### src/rtl/core_pkg.sv
// Shared definitions for the 8-bit pipelined core: datapath widths,
// register/data types and the hard-wired zero register address.
package core_pkg;

  localparam int DATA_W = 8;
  localparam int REG_AW = 3;

  typedef logic [DATA_W-1:0] data_t;
  typedef logic [REG_AW-1:0] reg_addr_t;

  localparam reg_addr_t REG_ZERO = '0;

endpackage

### src/rtl/wb_forward_unit_reg_file.sv
// Register file: synchronous write port, combinational read port with
// write-through bypass. R0 is hard-wired to zero and ignores writes.
module reg_file #(
  parameter int DATA_W = core_pkg::DATA_W,
  parameter int REG_AW = core_pkg::REG_AW
) (
  input  logic              clk,
  input  logic              reset,
  input  logic              we,
  input  logic [REG_AW-1:0] waddr,
  input  logic [DATA_W-1:0] wdata,
  input  logic [REG_AW-1:0] raddr,
  output logic [DATA_W-1:0] rdata
);
  import core_pkg::*;

  localparam int NREGS = 1 << REG_AW;
  localparam logic [REG_AW-1:0] ADDR_ZERO = REG_AW'(REG_ZERO);

  logic [DATA_W-1:0] regs [NREGS];

  always_ff @(posedge clk) begin
    if (reset) begin
      for (int i = 0; i < NREGS; i++) begin
        regs[i] <= '0;
      end
    end else if (we && (waddr != ADDR_ZERO)) begin
      regs[waddr] <= wdata;
    end
  end

  // Bypass lets an ID read see a value being committed in the same cycle.
  always_comb begin
    rdata = regs[raddr];
    if (raddr == ADDR_ZERO) begin
      rdata = '0;
    end else if (we && (waddr == raddr)) begin
      rdata = wdata;
    end
  end

endmodule

### src/rtl/wb_forward_unit.sv
// Write-back stage: EX/WB pipeline register, register-file commit,
// EX-operand forwarding and a wrapping retired-write counter.
module wb_forward_unit #(
  parameter int DATA_W = core_pkg::DATA_W,
  parameter int REG_AW = core_pkg::REG_AW,
  parameter int CNT_W  = 16
) (
  input  logic              Clk,
  input  logic              Reset,
  input  logic              EX_Valid,
  input  logic              EX_RegWrite,
  input  logic [REG_AW-1:0] EX_Rd,
  input  logic [DATA_W-1:0] EX_Result,
  input  logic              Flush,
  input  logic [REG_AW-1:0] ID_EX_Rs,
  input  logic              ID_EX_UsesRs,
  input  logic [REG_AW-1:0] ID_Rs,
  output logic [DATA_W-1:0] Read_Data,
  output logic [DATA_W-1:0] EX_WB_Write_Data,
  output logic              Fwd_signal,
  output logic [CNT_W-1:0]  Retired
);
  import core_pkg::*;

  localparam logic [REG_AW-1:0] RD_ZERO = REG_AW'(REG_ZERO);

  logic              wb_valid;
  logic              wb_we;
  logic [REG_AW-1:0] wb_rd;
  logic [DATA_W-1:0] wb_data;
  logic              commit;

  // A flushed EX slot becomes a bubble: it can neither commit nor forward.
  always_ff @(posedge Clk) begin
    if (Reset) begin
      wb_valid <= 1'b0;
      wb_we    <= 1'b0;
      wb_rd    <= '0;
      wb_data  <= '0;
    end else begin
      wb_valid <= EX_Valid & ~Flush;
      wb_we    <= EX_RegWrite & EX_Valid & ~Flush;
      wb_rd    <= EX_Rd;
      wb_data  <= EX_Result;
    end
  end

  assign commit = wb_we & (wb_rd != RD_ZERO);

  always_ff @(posedge Clk) begin
    if (Reset) begin
      Retired <= '0;
    end else if (commit) begin
      Retired <= Retired + CNT_W'(1);
    end
  end

  reg_file #(
    .DATA_W (DATA_W),
    .REG_AW (REG_AW)
  ) u_reg_file (
    .clk   (Clk),
    .reset (Reset),
    .we    (wb_we),
    .waddr (wb_rd),
    .wdata (wb_data),
    .raddr (ID_Rs),
    .rdata (Read_Data)
  );

  // wb_valid alone never matters downstream; wb_we already folds it in.
  assign Fwd_signal       = commit & wb_valid & ID_EX_UsesRs & (wb_rd == ID_EX_Rs);
  assign EX_WB_Write_Data = wb_data;

endmodule

### config.mk
export PLATFORM = sky130hd
export DESIGN_NAME = wb_forward_unit
export DESIGN_NICKNAME = d
export VERILOG_FILES = /design/src/rtl/core_pkg.sv /design/src/rtl/wb_forward_unit_reg_file.sv /design/src/rtl/wb_forward_unit.sv
export SDC_FILE = /design/constraint.sdc
export NUM_CORES = 1
export LEC_CHECK = 0
export BUFFER_PORTS_ARGS = -buffer_cell sky130_fd_sc_hd__buf_2
export CORE_MARGIN = 5
export CORE_UTILIZATION = 33
export CTS_BUF_LIST = sky130_fd_sc_hd__clkbuf_4 sky130_fd_sc_hd__clkbuf_8 sky130_fd_sc_hd__clkbuf_16
export CTS_CLUSTER_DIAMETER = 200
export DETAILED_ROUTE_END_ITERATION = 7
export HOLD_SLACK_MARGIN = 0.02
export SYNTH_ARGS = -nofsm -noshare
export SYNTH_HDL_FRONTEND = slang
export SYNTH_HIERARCHICAL = 1
export SYNTH_SLANG_ARGS = --single-unit
### constraint.sdc
create_clock -name Clk -period 5.27 [get_ports Clk]
set_input_delay 0.2635 -clock Clk [delete_from_list [all_inputs] [get_ports Clk]]
set_output_delay 0.2635 -clock Clk [all_outputs]
set_load 0.02 [all_outputs]
Word level (Yosys, flattened, before mapping)
Memories as Yosys holds them, arrays and structs flattened.
Index checks and enable logic that the tools add are counted.
Widths: inputs -> output; s select.
{ "totals": {"output_inout_bits": 33, "register_bits": 29, "input_bits": 23, "ram_bits": 64, "mem_count": 1, "elab_cells": 32} }
{ "memory_table": {"columns": ["name", "depth", "word_bits", "read_ports", "rd_clocked_by_memory_dff", "write_ports", "line_no", "rtl"], "rows": [
  ["u_reg_file.regs", 8, 8, 1, 0, 8, "wb_forward_unit_reg_file.sv:20", "logic [DATA_W-1:0] regs [NREGS];"]
]} }
{ "classes": {"bitwise_logic": 8, "reduce_logical": 5, "n_mux": 10, "n_eq_ne": 2, "add_sub_neg": 1} }
{ "ops": {"columns": ["operator", "n"], "rows": [
  ["$mux 8", 3],
  ["$add 16x1->16 const B", 1],
  ["$reduce_or 8->1", 1],
  ["$and 1x1->1", 7],
  ["$eq 3x3->1", 2],
  ["$mux 1", 6],
  ["$logic_not 3->1", 1],
  ["$mux 3", 1],
  ["$reduce_bool 3->1", 1],
  ["$logic_and 1x1->1", 2],
  ["$not 1->1", 1]
]} }

Logic depth before layout (Yosys ltp)
{ "depth": {"ltp_word": 7, "mapped_depth": 6, "mapped_depth_nobuf": 5} }

Hierarchy
The synthesis kept the hierarchy.
{ "by_module_without_submodules": {"columns": ["module", "seq_area_each_um2", "area_per_inst_um2", "instances", "cells_per_inst"], "rows": [
  ["reg_file", 1921.8, 3090.5, 1, 192],
  ["wb_forward_unit", 580.6, 1108.6, 1, 117]
]} }

Worst setup path after synthesis
OpenSTA, ideal clock, no wires.
{ "synth_timing": {"path_type": "reg2out", "from": "register wb_rd[1]", "to": "output Read_Data[0]", "t_required_ns": 5.007, "stages_incl_launch_ff": 5, "path_buffers": 1, "arrival_time_ns": 1.533, "path_slack_ns": 3.473, "path_cell_list": "dfxtp_1 > xnor2_1 > nand4_2 > buf_4 > a211oi_1"} }
{ "synth_via": {"elab_chain_cells": 4} }
{ "synth_lines": {"columns": ["item", "line_no", "rtl"], "rows": [
  ["from (decl)", "wb_forward_unit.sv:29", "logic [REG_AW-1:0] wb_rd;"],
  ["from (signal assigned)", "wb_forward_unit.sv:43", "wb_rd <= EX_Rd;"],
  ["$eq 3x3->1", "wb_forward_unit_reg_file.sv:37", "end else if (we && (waddr == raddr)) begin"],
  ["$logic_and 1x1->1", "wb_forward_unit_reg_file.sv:37", null],
  ["$mux 8", "wb_forward_unit_reg_file.sv:37", null],
  ["$mux 8", "wb_forward_unit_reg_file.sv:35", "if (raddr == ADDR_ZERO) begin"],
  ["to (decl)", "wb_forward_unit.sv:18", "output logic [DATA_W-1:0] Read_Data,"]
]} }
No other way between the ends.

Worst setup path in the final report
{ "layout_timing": {"from": "register wb_rd[0]", "to": "output Read_Data[3]"} }
The elaborated chain is that of the path after synthesis.

==> results.txt <==
- The flow ran to the end, and the final reports show no timing, DRC or antenna violations.
- Cell total after placement: 534
- The startpoint identified for the worst register-to-register timing path is wb_we.
* Synthesis-to-layout area growth: 17.8%
- Critical R2R Capture: u_reg_file/regs[4][4]
* Post-layout nets: 397
* Number of global-route vias before repair: 2688
- Residual overflow from global routing: 0
- Minimum period implied by the final worst setup slack: 2.29 ns
- Via count: 2618
* Number of cells on the worst reg-to-reg path: 3
- The worst setup path is of the reg -> out kind.
* Pin slew with the least headroom to its limit: 0.790 ns
- Fraction of the cycle the final worst path needs: 43.5%
* Arr. time, crit path: 2.03 ns
- RD Place Congestion: 0.811
- VDD sags by at most 0.000190 V.
- After synthesis the cells add up to 4200 sq um.
* Fmax: 436 MHz
* # port buffers: 55
- Clock tree root buffer cell: sky130_fd_sc_hd__clkbuf_16
- Sequential element share of the synthesized area: 59.6%
- Filler cell count: 1184
* Number of endpoints with negative hold slack in the final report: 0
- The floorplan step set the die height to 123 um.
- Counting every sink on the clock net gives 93.
- Floorplan die area: 15100 sq um
- Each instance of the synthesized netlist takes up on average 13.6 sq um.
- Clock Latency Late Sink: 0.34 ns
- Kind of path behind the tightest hold check: in -> reg
- The post-route netlist has 25.4% of its cells at a drive strength greater than 1.
* Post-detailed-routing wire length: 9520 um
* Hold-fix buffers, CTS: 0
- Remaining number of nets flagged by the antenna check after routing: 0
- Clock-pin slew on the worst setup and hold paths: 0.07 ns
* Drt initial violations: 144
- Counting flops with an async set or reset pin after synthesis yields a share of 0%.
- Post-cts resize count: 0
- 56 I/O pins were placed.
- In this run the standard cell core region covers 12600 sq um.
- Ratio of total power to cell area: 318 nW/um^2
- Via count normalized by instance count: 4.76
- Leading cell types in the layout, fill and taps excluded: sky130_fd_sc_hd__edfxtp_1 (64), sky130_fd_sc_hd__and2_1 (58), sky130_fd_sc_hd__buf_2 (55)
- In this run, synthesis inferred 64 flip-flops with an integrated enable.
- Slew Limit Fails: 0
- Worst reg2reg setup slack: 3.21 ns
- Synth Flop Type: sky130_fd_sc_hd__edfxtp_1
* Clock Skews: 0.00641 ns
- Initial core utilization: 33.4%
- Global-route wire length before repair: 14900 um
* Iteration count of the initial detailed-routing pass: 5
- After detailed routing, the average wire length per cell comes to 17.3 um.
* Setup repair after global routing missed its margin: no
- Initial antenna violation count: 0
- Max Root-Sink Buffers: 2
- Count of distinct cell types in the synthesized netlist: 42
- # DRC: 0
- Number of synthesized register bits: 93
* Horizontal die dimension: 123 um
- Warnings from Yosys: 6
* Crit path from: wb_rd[0]
- The clock tree synthesis step divided the H-tree into 3 levels.
- Worst rel slew slack: 46.9%
- Buffer count from post-CTS setup fixing: 0
- The worst setup path is launched from a flop.
- Entering global routing, the biggest net connects 47 pins.
- For this run, the number of standard cells in the final layout without fillers is 550.
- Of all nets on the critical path, the largest fanout is 16.
* Floorplan row count: 41
- Required time worst endpoint: 5.01 ns
* Gate count after technology mapping: 309
- Final HPWL from detailed placement: 6680 um
- Setup violations remaining at the end of the flow were counted as 0.
* Top cells by area in the synthesized netlist: sky130_fd_sc_hd__edfxtp_1 (46%), sky130_fd_sc_hd__dfxtp_1 (14%), sky130_fd_sc_hd__and2_1 (8.6%)
- Antenna Diode Count: 0
- Leaving out fill and tap cells, the most frequent cell in the layout is sky130_fd_sc_hd__edfxtp_1.
* TritonCTS buffer count: 9
* Clock tree from TritonCTS: built
* Post-synth top area share: 45.8%
- The worst setup path is captured at a primary output.
* Number of cells on the worst hold path: 2
- Top cell type by total area after synthesis: sky130_fd_sc_hd__edfxtp_1
- Overall Global Routing Usage: 13.3%
* Crit path to: Read_Data[3]
- Pleak: 1.94 nW
* Setup TNS after final layout: 0 ns
- Max-cap violations in this run came to 0.
==> cell type report <==
| type | count | area, sq um | area share (%) |
|---|---|---|---|
| Tap cell | 172 | 215 | 4.35 |
| Clock buffer | 9 | 225 | 4.55 |
| Inverter | 2 | 7.51 | 0.152 |
| Multi-Input combinational cell | 211 | 1630 | 33.0 |
| Timing Repair Buffer | 56 | 283 | 5.71 |
| Sequential cell | 93 | 2500 | 50.6 |
| Clock inverter | 7 | 81.3 | 1.64 |
==> layer usage <==
layer	share of wire, %	vias to the layer above	global-route usage [%]
li1	-	1257	-
met1	47	1253	18.3
met2	45	98	20.8
met3	7.2	10	3.92
met4	1.4	0	3.15
met5	0	-	0
==> logic make-up after synthesis <==
| group | count (synthesis) | synth area share, % |
|---|---|---|
| compound gates | 24 | 3.64 |
| xor+xnor | 13 | 2.71 |
| fa+ha+maj | 1 | 0.298 |
| buf+inv | 12 | 2.12 |
| flops | 93 | 59.6 |
| mux | 25 | 11.6 |
| other cells | 1 | 0.0893 |
| simple gates | 140 | 20.0 |
==> worst min-delay path by stage <==
stage          slack (ns)        to  startpoint
2_1_floorplan        0.35  wb_valid       Flush
3_3_place_gp         0.43  wb_valid       Flush
3_5_place_dp         0.44  wb_valid       Flush
4_1_cts              0.08  wb_valid       Flush
5_1_grt              0.08  wb_valid       Flush
6_report             0.09  wb_valid       Flush
==> report_power, final <==
group | switching, mW | internal (mW) | leakage (nW)
clock | 0.282 | 0.374 | 0.141
combinational | 0.0554 | 0.0426 | 0.883
sequential | 0.0212 | 0.800 | 0.917
==> cells in the mapped netlist, types with 2 or more instances <==
| library cell | number |
|---|---|
| sky130_fd_sc_hd__a211oi_1 | 7 |
| sky130_fd_sc_hd__a21oi_1 | 8 |
| sky130_fd_sc_hd__and2_1 | 58 |
| sky130_fd_sc_hd__and3_1 | 2 |
| sky130_fd_sc_hd__buf_6 | 3 |
| sky130_fd_sc_hd__clkbuf_1 | 3 |
| sky130_fd_sc_hd__dfxtp_1 | 29 |
| sky130_fd_sc_hd__edfxtp_1 | 64 |
| sky130_fd_sc_hd__inv_1 | 2 |
| sky130_fd_sc_hd__mux2i_1 | 8 |
| sky130_fd_sc_hd__mux4_1 | 9 |
| sky130_fd_sc_hd__mux4_2 | 7 |
| sky130_fd_sc_hd__nand2_1 | 5 |
| sky130_fd_sc_hd__nand2b_1 | 2 |
| sky130_fd_sc_hd__nand3_1 | 9 |
| sky130_fd_sc_hd__nand4_1 | 3 |
| sky130_fd_sc_hd__nor2_1 | 20 |
| sky130_fd_sc_hd__nor2_4 | 3 |
| sky130_fd_sc_hd__nor2b_1 | 12 |
| sky130_fd_sc_hd__nor3_1 | 2 |
| sky130_fd_sc_hd__nor4_1 | 2 |
| sky130_fd_sc_hd__o21ai_0 | 7 |
| sky130_fd_sc_hd__or2_2 | 7 |
| sky130_fd_sc_hd__or3_1 | 8 |
| sky130_fd_sc_hd__xnor2_1 | 8 |
| sky130_fd_sc_hd__xor2_1 | 5 |
==> state kept, by name, indices dropped and copies added (netlist names) <==
name	count
wb_valid	1
wb_rd	3
EX_WB_Write_Data	8
u_reg_file/regs	64
Retired	16
wb_we	1
==> per-stage QoR <==
step	instance area [sq um]	util (%)	setup WS [ns]	hold slack (ns)	total power [mW]
floorplan	4230	-	3.47	0.348	0.897
global placement	4640	36.9	2.88	0.435	0.936
detailed placement	4640	36.9	2.95	0.442	0.937
CTS	4950	39.4	3.00	0.0788	1.60
global route	4950	39.4	2.86	0.0841	1.63
finish	4950	39.4	2.98	0.0942	1.57
==> worst max-delay path, stage by stage, from the launching register on <==
cell and delay (ns):
sky130_fd_sc_hd__dfxtp_1 0.56, sky130_fd_sc_hd__xnor2_1 0.18, sky130_fd_sc_hd__nand4_2 0.38, sky130_fd_sc_hd__a211oi_1 0.36, sky130_fd_sc_hd__buf_2 0.21
Note: power is estimated with default switching activity, not from simulation.
